## config.mk

```make
export PLATFORM = sky130hd
export DESIGN_NAME = btn_event_decoder
export DESIGN_NICKNAME = d
export VERILOG_FILES = /design/src/rtl/btn_event_pkg.sv /design/src/rtl/btn_evt_timer.sv /design/src/rtl/btn_event_decoder.sv
export SDC_FILE = /design/constraint.sdc
export NUM_CORES = 1
export LEC_CHECK = 0
export CORE_ASPECT_RATIO = 1.1
export CORE_MARGIN = 10
export CORE_UTILIZATION = 55
export DETAILED_ROUTE_END_ITERATION = 8
export GPL_ROUTABILITY_DRIVEN = 0
export PLACE_DENSITY_LB_ADDON = 0.3
export SYNTH_ARGS = -nofsm -noshare
export SYNTH_HDL_FRONTEND = slang
export SYNTH_SLANG_ARGS = --single-unit
```

## constraint.sdc

```tcl
create_clock -name clk -period 2.6 [get_ports clk]
set_input_delay 0.39 -clock clk [delete_from_list [all_inputs] [get_ports clk]]
set_output_delay 0.39 -clock clk [all_outputs]
set_load 0.01 [all_outputs]
```

## src/rtl/btn_event_pkg.sv

```systemverilog
// Shared state encoding, parameter defaults and counter sizing for the button event decoder.
package btn_event_pkg;

  localparam int LONG_CYCLES_DEF = 50_000_000;
  localparam int GAP_CYCLES_DEF  = 25_000_000;

  typedef enum logic [2:0] {
    ST_IDLE   = 3'd0,
    ST_PRESS1 = 3'd1,
    ST_GAP    = 3'd2,
    ST_PRESS2 = 3'd3,
    ST_HOLD   = 3'd4
  } state_e;

  function automatic int cnt_width(input int long_cycles, input int gap_cycles);
    return $clog2(((long_cycles > gap_cycles) ? long_cycles : gap_cycles) + 1);
  endfunction

endpackage

```

## src/rtl/btn_evt_timer.sv

```systemverilog
// Saturating up-counter with synchronous clear and a terminal-count flag (cnt >= limit).
module btn_evt_timer
  import btn_event_pkg::*;
#(
  parameter int WIDTH = 4
) (
  input  logic             clk,
  input  logic             rst_n,
  input  logic             clr,
  input  logic             inc,
  input  logic [WIDTH-1:0] limit,
  output logic             tc
);

  logic [WIDTH-1:0] cnt;

  always_ff @(posedge clk or negedge rst_n) begin
    if (!rst_n) begin
      cnt <= '0;
    end else if (clr) begin
      cnt <= '0;
    end else if (inc && (cnt != '1)) begin
      cnt <= cnt + WIDTH'(1);
    end
  end

  assign tc = (cnt >= limit);

endmodule

```

## src/rtl/btn_event_decoder.sv

```systemverilog
// Classifies debounced button activity into short, long and double press pulses.
// Define BTN_DOUBLE_PRESS_EN to build the GAP/PRESS2 double-press path.
module btn_event_decoder
  import btn_event_pkg::*;
#(
  parameter int LONG_CYCLES = LONG_CYCLES_DEF,
  parameter int GAP_CYCLES  = GAP_CYCLES_DEF
) (
  input  logic clk,
  input  logic rst_n,
  input  logic btn_db,
  output logic short_press,
  output logic long_press,
  output logic double_press,
  output logic busy
);

  // state  | meaning
  // IDLE   | waiting for a press edge
  // PRESS1 | first press in progress, counting high samples
  // GAP    | released after a short first press, counting low samples
  // PRESS2 | second press in progress, counting high samples
  // HOLD   | event already reported, waiting for release

  localparam int CNT_W = cnt_width(LONG_CYCLES, GAP_CYCLES);
  // The sample that enters a phase is its first; tc means the current sample is the N-th.
  localparam logic [CNT_W-1:0] LONG_LIM = CNT_W'(LONG_CYCLES - 2);
`ifdef BTN_DOUBLE_PRESS_EN
  localparam logic [CNT_W-1:0] GAP_LIM  = CNT_W'(GAP_CYCLES - 2);
`endif

  state_e           state_q, state_d;
  logic             btn_q;
  logic             tmr_clr, tmr_inc, tmr_tc;
  logic [CNT_W-1:0] tmr_limit;
  logic             short_d, long_d;
`ifdef BTN_DOUBLE_PRESS_EN
  logic             double_d;
`endif

  btn_evt_timer #(.WIDTH(CNT_W)) u_timer (
    .clk   (clk),
    .rst_n (rst_n),
    .clr   (tmr_clr),
    .inc   (tmr_inc),
    .limit (tmr_limit),
    .tc    (tmr_tc)
  );

  always_comb begin
    state_d   = state_q;
    tmr_clr   = 1'b0;
    tmr_inc   = 1'b0;
    tmr_limit = LONG_LIM;
    short_d   = 1'b0;
    long_d    = 1'b0;
`ifdef BTN_DOUBLE_PRESS_EN
    double_d  = 1'b0;
`endif
    case (state_q)
      ST_IDLE: begin
        if (btn_db && !btn_q) begin
          state_d = ST_PRESS1;
          tmr_clr = 1'b1;
        end
      end
      ST_PRESS1: begin
        if (btn_db) begin
          if (tmr_tc) begin
            long_d  = 1'b1;
            state_d = ST_HOLD;
          end else begin
            tmr_inc = 1'b1;
          end
        end else begin
`ifdef BTN_DOUBLE_PRESS_EN
          state_d = ST_GAP;
          tmr_clr = 1'b1;
`else
          short_d = 1'b1;
          state_d = ST_IDLE;
`endif
        end
      end
`ifdef BTN_DOUBLE_PRESS_EN
      ST_GAP: begin
        tmr_limit = GAP_LIM;
        if (btn_db) begin
          state_d = ST_PRESS2;
          tmr_clr = 1'b1;
        end else if (tmr_tc) begin
          short_d = 1'b1;
          state_d = ST_IDLE;
        end else begin
          tmr_inc = 1'b1;
        end
      end
      ST_PRESS2: begin
        if (btn_db) begin
          if (tmr_tc) begin
            double_d = 1'b1;
            state_d  = ST_HOLD;
          end else begin
            tmr_inc = 1'b1;
          end
        end else begin
          double_d = 1'b1;
          state_d  = ST_IDLE;
        end
      end
`endif
      ST_HOLD: begin
        if (!btn_db) begin
          state_d = ST_IDLE;
        end
      end
      default: state_d = ST_IDLE;
    endcase
  end

  // btn_q resets high so a button already held at reset release is not seen as a press.
  always_ff @(posedge clk or negedge rst_n) begin
    if (!rst_n) begin
      state_q     <= ST_IDLE;
      btn_q       <= 1'b1;
      short_press <= 1'b0;
      long_press  <= 1'b0;
    end else begin
      state_q     <= state_d;
      btn_q       <= btn_db;
      short_press <= short_d;
      long_press  <= long_d;
    end
  end

`ifdef BTN_DOUBLE_PRESS_EN
  always_ff @(posedge clk or negedge rst_n) begin
    if (!rst_n) begin
      double_press <= 1'b0;
    end else begin
      double_press <= double_d;
    end
  end
`else
  assign double_press = 1'b0;
`endif

  assign busy = (state_q != ST_IDLE);

endmodule
```

==> impl_metrics.py, run 1 <==
metrics = {
    "outcome": {
        "status": "finished clean",
    },
    "synth": {
        "ys_types": 40,
        "yosys_most_used_dff": "dfrtp_1",
        "ys_seq_area_share_pct": 45.5,
        "syn_nets": 190,
        "syn_area_per_cell_sq_um": 9.24,
        "synth_edf_count": 0,
        "synthCells": 185,
        "syn_area_sq_um": 1710,
        "ys_ff_latch": 31,
        "synth.yosys.warnings": 0,
        "async_reset_ff_share_pct": 100,
    },
    "sta": {
        "max_freq_ghz": 0.452,
        "skew_ns": 0.00519,
        "final_hold_viol_count": 0,
        "slew_viol_final": 0,
        "fin_setup_tns_ns": 0,
        "grt_setup_unrepaired": "false",
        "min_period_ns": 2.21,
        "period_share_pct": 85.0,
        "setup_viol": 0,
    },
    "setup_path": {
        "cp_max_fo": 15,
        "r2r_slack_ns": 0.39,
        "cp.required_ns": 2.88,
        "worstSetupPathType": "reg -> reg",
        "crit_family": "simple AND/OR/NAND/NOR gates",
        "crit_arrival_ns": 2.49,
        "crit_path_start_kind": "flip-flop",
        "path_cells": "inv_1 > ha_1 > o211ai_1 > o21ai_0 > nand4_1 > nand3_4 > or4_1 > nand2_1",
        "r2r_cells": 8,
        "endpoint_kind": "flip-flop",
        "r2r_start": "u_timer.cnt[0]$_DFFE_PN0P_",
        "critPathMaxStageDelay_ns": 0.51,
        "cp_slowest_cell": "or4_1",
        "crit_buf_inv": 1,
        "r2r-end": "u_timer.cnt[20]$_DFFE_PN0P_",
    },
    "layout": {
        "layout-drive-gt1-share_pct": 11.3,
        "diodes": 0,
        "layout_common_cells": "dfrtp_1, nor2_1, nand3_1",
        "area_growth_syn_to_layout_pct": 9.52,
        "final_common_cell": "dfrtp_1",
        "nets": 198,
        "stdcell_count": 228,
    },
    "grt": {
        "grt.overflow.total": 0,
        "grt_usage_pct": 13.5,
        "grt_pass1_vias": 1325,
        "grt_pass1_wl_um": 6220,
        "grt_max_degree": 32,
        "antenna_found_initial": 0,
    },
    "clocking": {
        "clk_pin_slew_ns": 0.10,
        "clk_latency_ns": 0.34,
        "numCtsBuffers": 5,
        "htree_num_levels": 2,
        "cts_resized": 0,
        "root_buffer": "clkbuf_4",
        "cts_num_sinks": 31,
        "post_cts_buffers": 0,
        "cts_buffer_depth": 2,
        "ctsHoldBuffers": 0,
        "cts_tree": "done",
    },
    "routing": {
        "ant_nets": 0,
        "dr.pass1.iters": 4,
        "initialDrtViolationCount": 61,
        "drt_wl_total_um": 3600,
        "wl_per_cell_um": 15.8,
        "viasPerCell": 5.98,
        "vias": 1363,
        "drc": 0,
    },
    "pwr": {
        "internal_power_uw": 684,
        "p_leak_uw": 0.000825,
        "p_switching_uw": 236,
        "swShare_pct": 25.6,
        "vdd_drop_max_mv": 0.366,
        "seq_power_share_pct": 56.6,
        "power_density_nw_per_um2": 491,
        "combPwrFrac_pct": 7.8,
        "power.clock.fraction_pct": 35.6,
    },
    "floorplanning": {
        "rows": 21,
        "coreArea_sq_um": 3020,
        "fp.dieH_um": 78.5,
        "die_x_um": 73.2,
        "pin_count": 7,
        "start_util_pct": 56.6,
        "die_area_sq_um": 5740,
    },
    "place": {
        "dpl.cell_count": 220,
        "hpwl_um": 2550,
        "port_buffers": 5,
    },
    "run": {
        "cap_violations": 0,
    },
    "min_path": {
        "hold_class": "in -> async",
    },
}
-- layer usage --
| layer | up-vias | track usage [%] | routed length [um] |
|---|---|---|---|
| li1 | 664 | - | - |
| met1 | 662 | 16.1 | 1580 |
| met2 | 27 | 21.6 | 1790 |
| met3 | 10 | 3.40 | 144 |
| met4 | 0 | 7.41 | 92 |
| met5 | - | 0 | 0 |
-- cells by family (layout without fill, tap and decap cells) --
kind of cell               after synthesis  count (layout)  share of synthesized area [%]
other                                    1               1                          0.219
DFF                                     31              31                           45.5
AOI/OAI and AO/OA                       16              16                           6.66
buffers and inverters                   13              22                           3.29
muxes                                    2               2                           1.17
xor gates and xnor gates                16              16                           8.20
and+or+nand+nor                        104             104                           33.5
adders and majority gates                2               2                           1.46
-- through the flow --
step                      utilization [%]  power, uW  area [sq um]  hold slack, ns  setup slack (ns)
after floorplan                         -        565          1710          0.0944             0.779
after global placement               59.7        596          1800           0.520             0.423
after detailed placement             59.7        603          1800           0.533             0.316
after CTS                            61.9        926          1870           0.450             0.412
after global routing                 61.9        960          1870           0.447             0.229
final                                61.9        920          1870           0.438             0.390
-- how the worst max path moves through the flow --
| stage | depth (start not counted) | end | start |
|---|---|---|---|
| 3_3_place_gp | 7 | u_timer.cnt[17]$_DFFE_PN0P_ | btn_db |
| 6_report | 8 | u_timer.cnt[20]$_DFFE_PN0P_ | u_timer.cnt[0]$_DFFE_PN0P_ |
| 3_5_place_dp | 7 | u_timer.cnt[17]$_DFFE_PN0P_ | btn_db |
| 5_1_grt | 8 | u_timer.cnt[3]$_DFFE_PN0P_ | u_timer.cnt[0]$_DFFE_PN0P_ |
| 2_1_floorplan | 9 | u_timer.cnt[12]$_DFFE_PN0P_ | u_timer.cnt[0]$_DFFE_PN0P_ |
| 4_1_cts | 8 | u_timer.cnt[3]$_DFFE_PN0P_ | u_timer.cnt[0]$_DFFE_PN0P_ |
-- final cells by class --
cell class | instances | area (sq um)
Fill cell | 267 | 1150
Tap cell | 34 | 42.5
Inverter | 4 | 15.0
Clock buffer | 8 | 68.8
Multi-Input combinational cell | 141 | 881
Sequential cell | 31 | 777
Timing Repair Buffer | 10 | 87.6
-- state kept, by name (all words and copies together) (netlist names) --
signal,cells
state_q,2
btn_q,1
u_timer.cnt,26
long_press,1
short_press,1
-- synth_stat cells, types with 4 or more instances --
master	number	share of area, %
xor2_1	13	6.7
inv_1	4	0.88
clkbuf_1	5	1.1
nand2_1	14	3.1
nand4_1	11	4.0
nand3_1	16	4.7
o21ai_0	7	2.0
and3_1	6	2.2
or3_1	4	1.5
o211ai_1	4	1.8
nor2_1	25	5.5
nor3_1	7	2.0
dfrtp_1	30	44
-- power groups by stage --
| stage | Combinational, uW | Clock (uW) | Sequential (uW) |
|---|---|---|---|
| after floorplan | 41.5 | 0 | 523 |
| after global placement | 69.7 | 0 | 526 |
| after detailed placement | 72.9 | 0 | 530 |
| after CTS | 73.6 | 332 | 520 |
| after global routing | 82.3 | 354 | 523 |
| final | 71.8 | 327 | 521 |
Note: power is estimated with default switching activity, not from simulation.
==> run 2: changes to the inputs <==
--- a/config.mk
+++ b/config.mk
@@ -5,11 +5,13 @@
 export SDC_FILE = /design/constraint.sdc
 export NUM_CORES = 1
 export LEC_CHECK = 0
+export ABC_CLOCK_PERIOD_IN_PS = 2600
 export CORE_ASPECT_RATIO = 1.1
 export CORE_MARGIN = 10
 export CORE_UTILIZATION = 55
 export DETAILED_ROUTE_END_ITERATION = 8
 export GPL_ROUTABILITY_DRIVEN = 0
+export GPL_TIMING_DRIVEN = 1
 export PLACE_DENSITY_LB_ADDON = 0.3
 export SYNTH_ARGS = -nofsm -noshare
 export SYNTH_HDL_FRONTEND = slang
==> results of run 2 <==
Same layout as run 1: the final DEF is identical, and so are final timing and power.
